File: src/rtl/k_countdown_if.sv
// Handshake-free bus bundle for the k_countdown lane bank.
// master drives controls and presets; slave returns counts and borrows.
interface k_countdown_if #(
  parameter int WIDTH = 3,
  parameter int LANES = 3
);
  logic [LANES-1:0]       kc_en;
  logic [LANES-1:0]       pla;
  logic [LANES-1:0]       load;
  logic [LANES*WIDTH-1:0] preset;
  logic [LANES*WIDTH-1:0] k;
  logic [LANES-1:0]       zero;
  logic [LANES-1:0]       busy;
  logic                   k0;

  modport master (
    output kc_en, pla, load, preset,
    input  k, zero, busy, k0
  );

  modport slave (
    input  kc_en, pla, load, preset,
    output k, zero, busy, k0
  );
endinterface

File: src/rtl/k_countdown.sv
// Three-lane preset down-counter bank with per-lane borrow pulse.
// Optional AUTO_RELOAD_EN: terminal tick reloads the captured preset.
module k_countdown #(
  parameter int WIDTH = 3,
  parameter int LANES = 3
) (
  input logic        clk,
  input logic        rst_n,
  k_countdown_if.slave bus
);

  typedef enum logic [1:0] {
    IDLE,
    RUN,
    DONE
  } state_t;

  logic [LANES*WIDTH-1:0] k_w;
  logic [LANES-1:0]       zero_w;
  logic [LANES-1:0]       busy_w;

  for (genvar i = 0; i < LANES; i++) begin : g_lane
    logic [WIDTH-1:0] cnt;
    logic [WIDTH-1:0] pset;
    state_t           st;
    logic             z;
    logic             b;
`ifdef AUTO_RELOAD_EN
    logic [WIDTH-1:0] cap;
`endif

    assign pset = bus.preset[i*WIDTH +: WIDTH];

    // Priority per edge: deselect, then load, then decrement.
    always_ff @(posedge clk or negedge rst_n) begin
      if (!rst_n) begin
        st  <= IDLE;
        cnt <= '0;
        z   <= 1'b0;
        b   <= 1'b0;
`ifdef AUTO_RELOAD_EN
        cap <= '0;
`endif
      end else begin
        z <= 1'b0;
        if (!bus.pla[i]) begin
          st  <= IDLE;
          cnt <= '0;
          b   <= 1'b0;
        end else if (bus.load[i]) begin
          cnt <= pset;
`ifdef AUTO_RELOAD_EN
          cap <= pset;
`endif
          if (pset != '0) begin
            st <= RUN;
            b  <= 1'b1;
          end else begin
            st <= DONE;
            b  <= 1'b0;
            z  <= 1'b1;
          end
        end else if (st == RUN && bus.kc_en[i]) begin
          if (cnt == WIDTH'(1)) begin
            z <= 1'b1;
`ifdef AUTO_RELOAD_EN
            cnt <= cap;
`else
            cnt <= '0;
            st  <= DONE;
            b   <= 1'b0;
`endif
          end else begin
            cnt <= cnt - WIDTH'(1);
          end
        end
      end
    end

    assign k_w[i*WIDTH +: WIDTH] = cnt;
    assign zero_w[i]             = z;
    assign busy_w[i]             = b;
  end

  assign bus.k    = k_w;
  assign bus.zero = zero_w;
  assign bus.busy = busy_w;
  assign bus.k0   = |zero_w;

endmodule

File: src/flat_wrapper.sv
// flat-port wrapper written by rule: the top's interface ports become plain ports
module k_countdown_flat 
#(
  parameter int WIDTH = 3,
  parameter int LANES = 3
)
  (clk, rst_n, bus_kc_en, bus_pla, bus_load, bus_preset, bus_k, bus_zero, bus_busy, bus_k0);
  k_countdown_if #(.WIDTH(WIDTH), .LANES(LANES)) bus_i ();
  input logic clk;
  input logic rst_n;
  input wire logic [$bits(bus_i.kc_en)-1:0] bus_kc_en;
  input wire logic [$bits(bus_i.pla)-1:0] bus_pla;
  input wire logic [$bits(bus_i.load)-1:0] bus_load;
  input wire logic [$bits(bus_i.preset)-1:0] bus_preset;
  output wire logic [$bits(bus_i.k)-1:0] bus_k;
  output wire logic [$bits(bus_i.zero)-1:0] bus_zero;
  output wire logic [$bits(bus_i.busy)-1:0] bus_busy;
  output wire logic [$bits(bus_i.k0)-1:0] bus_k0;
  assign bus_i.kc_en = bus_kc_en;
  assign bus_i.pla = bus_pla;
  assign bus_i.load = bus_load;
  assign bus_i.preset = bus_preset;
  assign bus_k = bus_i.k;
  assign bus_zero = bus_i.zero;
  assign bus_busy = bus_i.busy;
  assign bus_k0 = bus_i.k0;
  k_countdown #(.WIDTH(WIDTH), .LANES(LANES)) u_core (.clk(clk), .rst_n(rst_n), .bus(bus_i));
endmodule
File: config.mk
export PLATFORM = sky130hd
export DESIGN_NAME = k_countdown_flat
export DESIGN_NICKNAME = d
export VERILOG_FILES = /design/src/rtl/k_countdown_if.sv /design/src/rtl/k_countdown.sv /design/src/flat_wrapper.sv
export SDC_FILE = /design/constraint.sdc
export NUM_CORES = 1
export LEC_CHECK = 0
export BUFFER_PORTS_ARGS = -buffer_cell sky130_fd_sc_hd__buf_2
export CORE_MARGIN = 3
export CORE_UTILIZATION = 49
export CTS_CLUSTER_DIAMETER = 120
export CTS_CLUSTER_SIZE = 30
export DETAILED_ROUTE_END_ITERATION = 10
export HOLD_SLACK_MARGIN = 0.05
export PLACE_DENSITY = 0.78
export SYNTH_ARGS = -nofsm -noshare
export SYNTH_HDL_FRONTEND = slang
export SYNTH_SLANG_ARGS = --single-unit
export TNS_END_PERCENT = 100
File: constraint.sdc
create_clock -name clk -period 1.6 [get_ports clk]
set_input_delay 0.32 -clock clk [delete_from_list [all_inputs] [get_ports clk]]
set_output_delay 0.32 -clock clk [all_outputs]
set_load 0.1 [all_outputs]
==> impl_metrics.ini <==
[status]
run_status = complete, no violations

[power_and_ir_drop]
total_power_consumption_mw = 1.24
power.share.switching = 0.400
power_frac_comb = 0.364
power.net_switching_mw = 0.497
power_frac_seq = 0.416
power_density_mw_per_mm2 = 952
clkPwrFrac = 0.220
p_leak_nw = 0.681
ir_worst_vdd_mv = 0.501
cell_internal_power_mw = 0.747

[drt]
firstDrtPassIters = 4
post-route-drc-count = 0
detail_route.iter0.violations = 12
ant_nets = 0
detail_route.wl_per_cell_um = 12.8
total_wirelength_um = 2190
route.detailed.vias_per_inst = 5.36
num_vias = 916

[global_route]
first_global_vias = 892
globalRouteOverflowTotal = 0
grt_util_all_layers = 0.179
grt_first_pass_wirelength_um = 3710
grt_max_degree = 19
grt_antenna_before_repair = 0

[floorplanning]
fp.coreArea_mm2 = 0.00202
die-width_um = 53.0
boundaryPins = 36
die-area_mm2 = 0.00281
rows = 16
die_height_um = 53.0
initial_core_util = 0.536

[layout]
share_of_layout_cells_above_drive_strength_1 = 0.389
final_core_util = 0.647
area_growth_pct = 20.7
post-route-cell-area_mm2 = 0.00131
design.final.nets = 171
final_cells = 171
insertedDiodeCount = 0

[place]
globalplace.congestion = 0.823
io_buffers = 35
dp.final_hpwl_um = 1760
dpl.cell_count = 166
placement.cell_area_mm2 = 0.00124

[sta]
hold_violations = 0
fmax_mhz = 640
timing.slew.headroom = 0.678
timing_max_transition_violations_final = 0
tns_ns = 0
finalCriticalPeriod_ns = 1.56
skew_ns = 0.00524
setup-violations-final = 0
fin_crit_sh = 0.976
slew_at_the_pin_closest_to_its_max_slew_limit_ns = 0.486

[synthesis]
synth-main-ff-cell = dfrtp_1
synth_edf_count = 0
synth_async_sr_flop_share = 1.00
yosys.area.top_type = dfrtp_1
yosysUniqueCellTypes = 35
syn-instance-count = 112
post-synth-top-area-fraction = 0.416
synth_top_cells_by_area = dfrtp_1 (42%), ha_1 (6.9%), inv_1 (5.9%), buf_4 (4.2%), a31o_2 (3.2%)
synth-seq-area-share = 0.416
synth_warnings = 0
synth.avg_cell_area_um2 = 9.67
ys_ff_latch = 18
synth_fp_nets = 138
post_synth_instance_area_mm2 = 0.00108

[clocking]
clk_latency_ns = 0.28
ctsHtreeMaxLevel = 1
numClockSinks = 18
post_cts_buffers = 0
cts_root_buffer = clkbuf_4
clockBufferDepth = 2
tritoncts.num_buffers = 3
tritoncts = built
clock_slew_at_the_register_clock_pins_of_the_worst_setup_and_hold_paths_ns = 0.10

[worst_setup_path]
setup.worst_path.end_class = primary output
cp_max_fo = 2
worst_ep_arrival_time_ns = 1.24
timing_worst_setup_path_type = flip-flop to primary output
setup.worst_path.start_class = flip-flop
timing.critical_path.required_ns = 1.28

[job]
cap_viol_max_count = 0

[hold_path]
hold_path_class = input port to flip-flop
## layer usage
| layer | wire length (um) | share of wire | global-route usage |
|---|---|---|---|
| met5 | 0 | 0 | 0 |
| met4 | 12 | 0.0055 | 0.0468 |
| met3 | 127 | 0.058 | 0.0338 |
| met2 | 1130 | 0.52 | 0.304 |
| met1 | 919 | 0.42 | 0.231 |
## placed cells by master, fill, tap and decap left out, types with 3 or more instances in the layout
cell       n
nor2b_1    3
o21ai_0    4
o31ai_1    3
dfrtp_4    3
a31oi_1    3
nand2_1    4
dfrtp_2    4
clkbuf_4   3
a21oi_1    5
a31o_2     4
dfrtp_1   11
inv_1     16
nor2_1     8
ha_1       6
buf_2     34
## area by class of cell
type / instances / area (um^2)
Tap cell: 27 / 33.8
Clock buffer: 4 / 36.3
Sequential cell: 18 / 467
Inverter: 17 / 63.8
Multi-Input combinational cell: 69 / 507
Timing Repair Buffer: 36 / 200
Fill cell: 171 / 714
## synthesized netlist by cell type (2+ instances only)
cell and count:
a21oi_1 5, a31o_2 4, a31oi_1 3, and2_1 2, and3b_1 2, buf_4 6
buf_6 2, dfrtp_1 18, ha_1 6, inv_1 17, nand2_1 4, nand2b_1 2
nand3_1 2, nor2_1 8, nor2b_1 3, nor3b_1 2, o21ai_0 4, o22ai_1 2
o31ai_1 3, or3_1 2
## stage by stage
step | hold slack [ns] | worst slack (ns)
CTS | 0.245 | 0.00414
floorplan | 0.0244 | -0.0333
global route | 0.264 | -0.000851
detailed placement | 0.280 | 0.164
finish | 0.256 | 0.0376
global placement | 0.271 | 0.207
## power groups by stage
stage	registers (mW)	clock network [mW]	logic [mW]
floorplan	0.658	0	0.224
global placement	0.525	0	0.431
detailed placement	0.527	0	0.441
CTS	0.518	0.287	0.444
global route	0.524	0.301	0.485
finish	0.518	0.274	0.453
## sequential cells by signal, summed over array words and instances (netlist names)
name	count
u_core.g_lane.cnt	9
u_core.g_lane.b	3
u_core.g_lane.st	3
u_core.g_lane.z	3
## worst max-delay path, cell delays in order, from the launching register on
cell     delay (ns)
dfrtp_1        0.39
or3_4          0.40
buf_12         0.17
## path summary, 6_finish.rpt
path,from,to,slack (ns),cells past startpoint
worst max-delay path,u_core.g_lane[1].z,bus_k0,0.04,2
worst min register to register,u_core.g_lane[0].st[1],u_core.g_lane[0].st[1],0.53,2
max in group asynchronous,rst_n,u_core.g_lane[1].cnt[1],0.79,2
worst min-delay path,bus_load[2],u_core.g_lane[2].cnt[1],0.26,2
worst max register to register,u_core.g_lane[2].cnt[0],u_core.g_lane[2].cnt[2],0.15,3
min in group asynchronous,rst_n,u_core.g_lane[2].cnt[2],0.48,2
## repair_timing
| action | CTS | global route |
|---|---|---|
| hold buffers | 1 | 0 |
| setup endpoints to repair | 1 | 1 |
| hold endpoints to repair | 18 | 0 |
| gates cloned | 0 | 0 |
| resized for setup | 1 | 4 |
## cell families after synthesis
logic type / count (synthesis) / synth area share
XOR/XNOR: 1 / 0.00808
AND/OR/NAND/NOR: 31 / 0.173
AO/OA/AOI/OAI: 29 / 0.189
multiplexers: 2 / 0.0231
adder cells (fa/ha/maj): 6 / 0.0693
flip-flops: 18 / 0.416
buffers and inverters: 25 / 0.121
(Power assumes the default switching activity.)
